<file path="src/rtl/pipelined_rca_adder_pkg.sv">
// Shared constants, stage record and depth helper for the pipelined ripple-carry adder.
// Optional build macro used elsewhere in this slice: ADD_OVF_EN (signed overflow output).
package adder_pkg;

  localparam int DEF_WIDTH = 16;
  localparam int DEF_CHUNK = 4;

  // One pipeline slot at the default width: lower sum bits already produced,
  // the carry handed to the next stage, and the operands still to be added.
  typedef struct packed {
    logic                 valid;
    logic                 carry;
    logic [DEF_WIDTH-1:0] psum;
    logic [DEF_WIDTH-1:0] rx;
    logic [DEF_WIDTH-1:0] ry;
  } stage_rec_t;

  // Returns 0 for an illegal split so the top can refuse to elaborate.
  function automatic int calc_stages(input int width, input int chunk);
    if (width <= 0 || chunk <= 0 || (width % chunk) != 0) return 0;
    return width / chunk;
  endfunction

endpackage

</file>
<file path="src/rtl/pipelined_rca_adder_if.sv">
// Streaming operand/result bundle for pipelined_rca_adder.
// The ovf wire exists only when ADD_OVF_EN is defined.
interface pipelined_rca_adder_if
  import adder_pkg::*;
#(
  parameter int WIDTH = DEF_WIDTH
);

  // valid/ready: a beat transfers on a rising clk edge where valid && ready are both 1;
  // while valid && !ready the producer holds its data unchanged. Operands are
  // ignored (may be X) whenever in_valid is 0.
  logic             in_valid;
  logic             in_ready;
  logic [WIDTH-1:0] x;
  logic [WIDTH-1:0] y;
  logic             cin;
  logic             out_valid;
  logic             out_ready;
  logic [WIDTH-1:0] sum;
  logic             cout;
`ifdef ADD_OVF_EN
  logic             ovf;
`endif

  modport master (
    output in_valid, x, y, cin, out_ready,
    input  in_ready, out_valid, sum, cout
`ifdef ADD_OVF_EN
    , input ovf
`endif
  );

  modport slave (
    input  in_valid, x, y, cin, out_ready,
    output in_ready, out_valid, sum, cout
`ifdef ADD_OVF_EN
    , output ovf
`endif
  );

endinterface

</file>
<file path="src/rtl/pipelined_rca_adder_rca_chunk.sv">
// Combinational W-bit ripple-carry adder built from full-adder cells.
module rca_chunk #(
  parameter int W = 4
) (
  input  logic [W-1:0] a,
  input  logic [W-1:0] b,
  input  logic         ci,
  output logic [W-1:0] s,
  output logic         co
);

  logic [W:0] c;

  assign c[0] = ci;

  for (genvar i = 0; i < W; i++) begin : g_fa
    assign s[i]   = a[i] ^ b[i] ^ c[i];
    assign c[i+1] = (a[i] & b[i]) | (c[i] & (a[i] ^ b[i]));
  end

  assign co = c[W];

endmodule

</file>
<file path="src/rtl/pipelined_rca_adder.sv">
// Pipelined WIDTH-bit adder, CHUNK bits per stage, carry registered between stages.
// Define ADD_OVF_EN to add the registered two's-complement overflow output.
module pipelined_rca_adder
  import adder_pkg::*;
#(
  parameter int WIDTH = DEF_WIDTH,
  parameter int CHUNK = DEF_CHUNK
) (
  input  logic                  clk,
  input  logic                  rst_n,
  pipelined_rca_adder_if.slave  bus
);

  localparam int STAGES = calc_stages(WIDTH, CHUNK);

  if (STAGES == 0) begin : g_cfg_err
    $error("pipelined_rca_adder: WIDTH must be a positive multiple of CHUNK");
  end

  typedef struct packed {
    logic             valid;
    logic             carry;
    logic [WIDTH-1:0] psum;
    logic [WIDTH-1:0] rx;
    logic [WIDTH-1:0] ry;
  } stage_t;

  stage_t [STAGES-1:0] st_q;
  stage_t [STAGES-1:0] st_d;
  logic                adv;

  // One global enable: every stage, empty or not, moves together or freezes together.
  assign adv          = !st_q[STAGES-1].valid || bus.out_ready;
  assign bus.in_ready = adv;

`ifdef ADD_OVF_EN
  logic ovf_d;
  logic ovf_q;
`endif

  for (genvar k = 0; k < STAGES; k++) begin : g_stage
    stage_t           src;
    stage_t           nxt;
    logic [CHUNK-1:0] a;
    logic [CHUNK-1:0] b;
    logic [CHUNK-1:0] s;
    logic             co;

    if (k == 0) begin : g_head
      // Bubbles enter as an all-zero record so idle X operands never reach the datapath.
      always_comb begin
        src = '0;
        if (bus.in_valid) begin
          src.valid = 1'b1;
          src.carry = bus.cin;
          src.rx    = bus.x;
          src.ry    = bus.y;
        end
      end
    end else begin : g_body
      assign src = st_q[k-1];
    end

    assign a = src.rx[k*CHUNK +: CHUNK];
    assign b = src.ry[k*CHUNK +: CHUNK];

    rca_chunk #(.W(CHUNK)) u_chunk (
      .a  (a),
      .b  (b),
      .ci (src.carry),
      .s  (s),
      .co (co)
    );

    always_comb begin
      nxt                        = src;
      nxt.carry                  = co;
      nxt.psum[k*CHUNK +: CHUNK] = s;
    end

    assign st_d[k] = nxt;

`ifdef ADD_OVF_EN
    if (k == STAGES - 1) begin : g_ovf
      // Carry into the MSB is recovered from the MSB's own sum bit.
      assign ovf_d = co ^ (a[CHUNK-1] ^ b[CHUNK-1] ^ s[CHUNK-1]);
    end
`endif
  end

  always_ff @(posedge clk or negedge rst_n) begin
    if (!rst_n) begin
      st_q <= '0;
    end else if (adv) begin
      st_q <= st_d;
    end
  end

`ifdef ADD_OVF_EN
  always_ff @(posedge clk or negedge rst_n) begin
    if (!rst_n) begin
      ovf_q <= 1'b0;
    end else if (adv) begin
      ovf_q <= ovf_d;
    end
  end

  assign bus.ovf = ovf_q;
`endif

  assign bus.out_valid = st_q[STAGES-1].valid;
  assign bus.sum       = st_q[STAGES-1].psum;
  assign bus.cout      = st_q[STAGES-1].carry;

  // Operands are fully consumed by the last stage; its copies go nowhere.
  logic unused_tail;
  assign unused_tail = ^{st_q[STAGES-1].rx, st_q[STAGES-1].ry};

endmodule

</file>
<file path="src/flat_wrapper.sv">
// flat-port wrapper written by rule: the top's interface ports become plain ports
module pipelined_rca_adder_flat import adder_pkg::*;
#(
  parameter int WIDTH = DEF_WIDTH,
  parameter int CHUNK = DEF_CHUNK
)
  (clk, rst_n, bus_in_valid, bus_x, bus_y, bus_cin, bus_out_ready, bus_in_ready, bus_out_valid, bus_sum, bus_cout);
  pipelined_rca_adder_if #(.WIDTH(WIDTH)) bus_i ();
  input  logic clk;
  input  logic rst_n;
  input wire logic [$bits(bus_i.in_valid)-1:0] bus_in_valid;
  input wire logic [$bits(bus_i.x)-1:0] bus_x;
  input wire logic [$bits(bus_i.y)-1:0] bus_y;
  input wire logic [$bits(bus_i.cin)-1:0] bus_cin;
  input wire logic [$bits(bus_i.out_ready)-1:0] bus_out_ready;
  output wire logic [$bits(bus_i.in_ready)-1:0] bus_in_ready;
  output wire logic [$bits(bus_i.out_valid)-1:0] bus_out_valid;
  output wire logic [$bits(bus_i.sum)-1:0] bus_sum;
  output wire logic [$bits(bus_i.cout)-1:0] bus_cout;
  assign bus_i.in_valid = bus_in_valid;
  assign bus_i.x = bus_x;
  assign bus_i.y = bus_y;
  assign bus_i.cin = bus_cin;
  assign bus_i.out_ready = bus_out_ready;
  assign bus_in_ready = bus_i.in_ready;
  assign bus_out_valid = bus_i.out_valid;
  assign bus_sum = bus_i.sum;
  assign bus_cout = bus_i.cout;
  pipelined_rca_adder #(.WIDTH(WIDTH), .CHUNK(CHUNK)) u_core (.clk(clk), .rst_n(rst_n), .bus(bus_i));
endmodule
</file>
<file path="config.mk">
export PLATFORM = sky130hd
export DESIGN_NAME = pipelined_rca_adder_flat
export DESIGN_NICKNAME = d
export VERILOG_FILES = /design/src/rtl/pipelined_rca_adder_pkg.sv /design/src/rtl/pipelined_rca_adder_if.sv /design/src/rtl/pipelined_rca_adder_rca_chunk.sv /design/src/rtl/pipelined_rca_adder.sv /design/src/flat_wrapper.sv
export SDC_FILE = /design/constraint.sdc
export NUM_CORES = 1
export LEC_CHECK = 0
export ABC_AREA = 0
export CORE_MARGIN = 1
export CORE_UTILIZATION = 50
export CTS_CLUSTER_SIZE = 20
export DETAILED_ROUTE_END_ITERATION = 6
export GPL_TIMING_DRIVEN = 0
export PLACE_DENSITY = 0.87
export SLEW_MARGIN = 15
export SYNTH_ARGS = -nofsm -noshare
export SYNTH_HDL_FRONTEND = slang
export SYNTH_SLANG_ARGS = --single-unit
</file>
<file path="constraint.sdc">
create_clock -name clk -period 2.1 [get_ports clk]
set_input_delay 0.21 -clock clk [delete_from_list [all_inputs] [get_ports clk]]
set_output_delay 0.21 -clock clk [all_outputs]
set_load 0.01 [all_outputs]
</file>
==> results.md <==
* # IOs at 56
* Core footprint at 0.008382 mm²
* Relative slew margins at 55.61%
* Clock Tree Buf Depth at 2
* Initial core utilization at 52.46%
* Crit path launch: u_core.g_stage[1].b[0]
* Worst reg2reg startpoint: u_core.g_stage[1].b[0]
* # fillers at 639
* Worst hold stages at 3
* Fmax at 0.4630 GHz
* Post-DRT Antenna Nets at 0
* DR vias at 2566
* Post-synth EDFFs at 0
* Async set-reset flop share out of synthesis at 100.0%
* Total Wirelength at 8335 µm
* Initial antenna violation count at 0
* GRT Total Usage at 21.24%
* NumNets Final at 440
* Routed WL per cell at 16.77 µm
* Largest net degree at the start of global routing at 53
* Top cells by count, synth: dfrtp_1, mux2_4, nand2_1
* Gate Count Post-Synth at 316
* Fraction of layout cells with a size suffix above 1 at 28.57%
* Post-Syn Area per Cell at 13.91 µm²
* Fin crit period at 2.160 ns
* Unique cell type count in the Yosys netlist at 20
* Power Density at 1316 mW/mm²
* GPL Wtd Cong at 0.7710
* Clk sinks at 96
* Num CTS Buffers at 9
* Critical path's slowest cell: dfrtp_1
* Worst setup EP type: register
* Ys Warns at 0
* Clock slew at reported path FFs at 0.09 ns
* Tot Pwr at 7103 µW
* Setup ws final at -0.05984 ns
* DRT Pass-1 Iters at 4
* Sequential-to-total area share from yosys stat at 54.64%
* RSZ-0062 raised after global routing: yes
* Area grow syn2layout at 22.74%
* Critical path cell sequence: fa_2 -> inv_2 -> fa_2 -> inv_2 -> fa_2 -> inv_2 -> fa_1 -> a21oi_2
* Post-DR vias/cell at 5.163
* First-pass GRT wire length at 14180 µm
* Antenna diodes at 0
* Max Cap Viol at 0
* Crit start category: register
* P_leak at 0.002468 µW
* Dominant synthesized flop cell: dfrtp_1
* Clock skew at 0.007759 ns
* Worst Tran Pin Value at 0.6659 ns
* Mapped cell area at 0.004397 mm²
* TritonCTS clock tree: done
* Synth top area share at 54.64%
* Req. time, crit path at 2.39 ns
* FF-to-FF End: u_core.g_stage[2].nxt[39]
* Final Hold Viols at 0
* Final setup vio count at 3
* FF-to-FF setup slack at -0.06 ns
* Die Ht at 95.78 µm
* Syn Nets at 369
* Hold Path Origin: bus_in_valid
* R2R depth at 8
* Die Width at 95.78 µm
* Largest stage delay, worst path at 0.42 ns
* Die area at 0.009173 mm²
* Remaining DRCs at 0
* Final Slew Violations at 0
* Core Rows at 33
* Outcome: finished, violations left
* Hold/Removal Path Class: input port to register
* Hpwl dp at 5774 µm
* Worst-Skew Late Latency at 0.36 ns
* Vias in the first global route at 2838
* DP Cell Count at 476
* CP Data Arrival Time at 2.45 ns
* Initial DRC count at 107
* H-tree levels at 3
* Peak VDD IR at 563.2 µV
* Hold Crit Endpoint: u_core.g_stage[1].nxt[13]
* # port buffers at 54
* Yosys reg bits at 96
* Most frequent cell after synthesis: dfrtp_1
* Top cells by area, synth: dfrtp_1, mux2_4, fa_1, mux2_1, nand3b_1
* Crit Path Class: register to register
* Worst-path fanout max at 2
* Cell taking the most area after synthesis: dfrtp_1
* GR Overflow Total at 0
* Non-Filler Instances at 497
* Period utilisation layout at 102.8%
* Failing checks: setup timing
* Root Driver: clkbuf_8
[kinds of logic after synthesis]
group / after synthesis / share of synthesized area, %
compound gates: 31 / 4.297
fa+ha+maj: 16 / 7.285
buf+inv: 43 / 5.066
flops: 96 / 54.64
mux: 64 / 19.86
simple gates: 66 / 8.850
[worst max path at each step]
stage,end,slack (ns)
final,u_core.g_stage[2].nxt[39],-0.06
after detailed placement,u_core.g_stage[1].nxt[35],-0.49
after floorplan,u_core.g_stage[1].nxt[35],-0.24
after global placement,u_core.bus.sum[12],-2.48
after global routing,u_core.bus.sum[15],-0.13
after CTS,u_core.bus.sum[15],-0.09
[critical path: cells and delay by family (launching register included)]
kind            cells  cell delay [ns]
fa+ha+maj           4             1.35
flops               1             0.42
buf+inv             3             0.18
compound gates      1             0.14
[layout by cell type (no fill, tap or decap), drive strengths merged, types with 7 or more instances in the layout]
cell	count
a21oi	11
clkbuf	19
and2	7
nor3b	11
o21ai	20
inv	23
clkdlybuf4s50	49
nand2	26
mux2	60
fa	16
dfrtp	96
nand3b	20
buf	17
[report_power, final]
group	switching, µW	total (µW)	internal (µW)
Sequential	457	3030	2580
Clock	631	1300	668
Combinational	1100	2770	1670
Total	2190	7100	4920
[registers in the layout, summed over array words and instances, names as in the netlist]
register	flops
u_core.g_stage.src	3
u_core.g_stage.b	12
u_core.bus.out_valid	1
u_core.g_stage.nxt	51
u_core.g_stage.a	12
u_core.bus.cout	1
u_core.bus.sum	16
[layout make-up]
| cell class | count | area, µm² | area share [%] |
|---|---|---|---|
| Buffer | 19 | 147.6 | 2.736 |
| Timing Repair Buffer | 61 | 601.8 | 11.15 |
| Clock buffer | 10 | 127.6 | 2.365 |
| Tap cell | 105 | 131.4 | 2.434 |
| Multi-Input combinational cell | 177 | 1809 | 33.53 |
| Inverter | 23 | 91.34 | 1.693 |
| Sequential cell | 96 | 2404 | 44.54 |
| Clock inverter | 6 | 83.83 | 1.553 |
[routing by layer]
| layer | GRT usage [%] | vias to the layer above | part of all wire, % |
|---|---|---|---|
| met4 | 9.701 | 0 | 2.6 |
| met5 | 0 | - | 0 |
| li1 | - | 1186 | - |
| met2 | 33.51 | 70 | 48 |
| met3 | 4.581 | 15 | 3.7 |
| met1 | 28.35 | 1295 | 46 |
[stage by stage]
step | TNS [ns] | instance area, µm² | utilization, % | hold slack [ns] | setup slack [ns]
after floorplan | -0.2564 | 4447 | - | -0.08559 | -0.2361
after global placement | -239.15 | 5119 | 61.07 | 0.4499 | -2.482
after detailed placement | -1.486 | 5136 | 61.28 | 0.2862 | -0.4921
after CTS | -0.2002 | 5374 | 64.11 | 0.1510 | -0.08737
after global routing | -0.3231 | 5396 | 64.38 | 0.1514 | -0.1307
final | -0.1353 | 5396 | 64.38 | 0.1661 | -0.05984
[repair_timing]
| item | in CTS | in global routing |
|---|---|---|
| hold buffers | 1 | 0 |
| endpoints found under the hold margin | 51 | 0 |
| gates resized for setup | 16 | 0 |
| pin swaps | 21 | 10 |
| setup buffers | 2 | 3 |
| endpoints found under the setup margin | 5 | 4 |
Power figures use the tool's default switching activity.
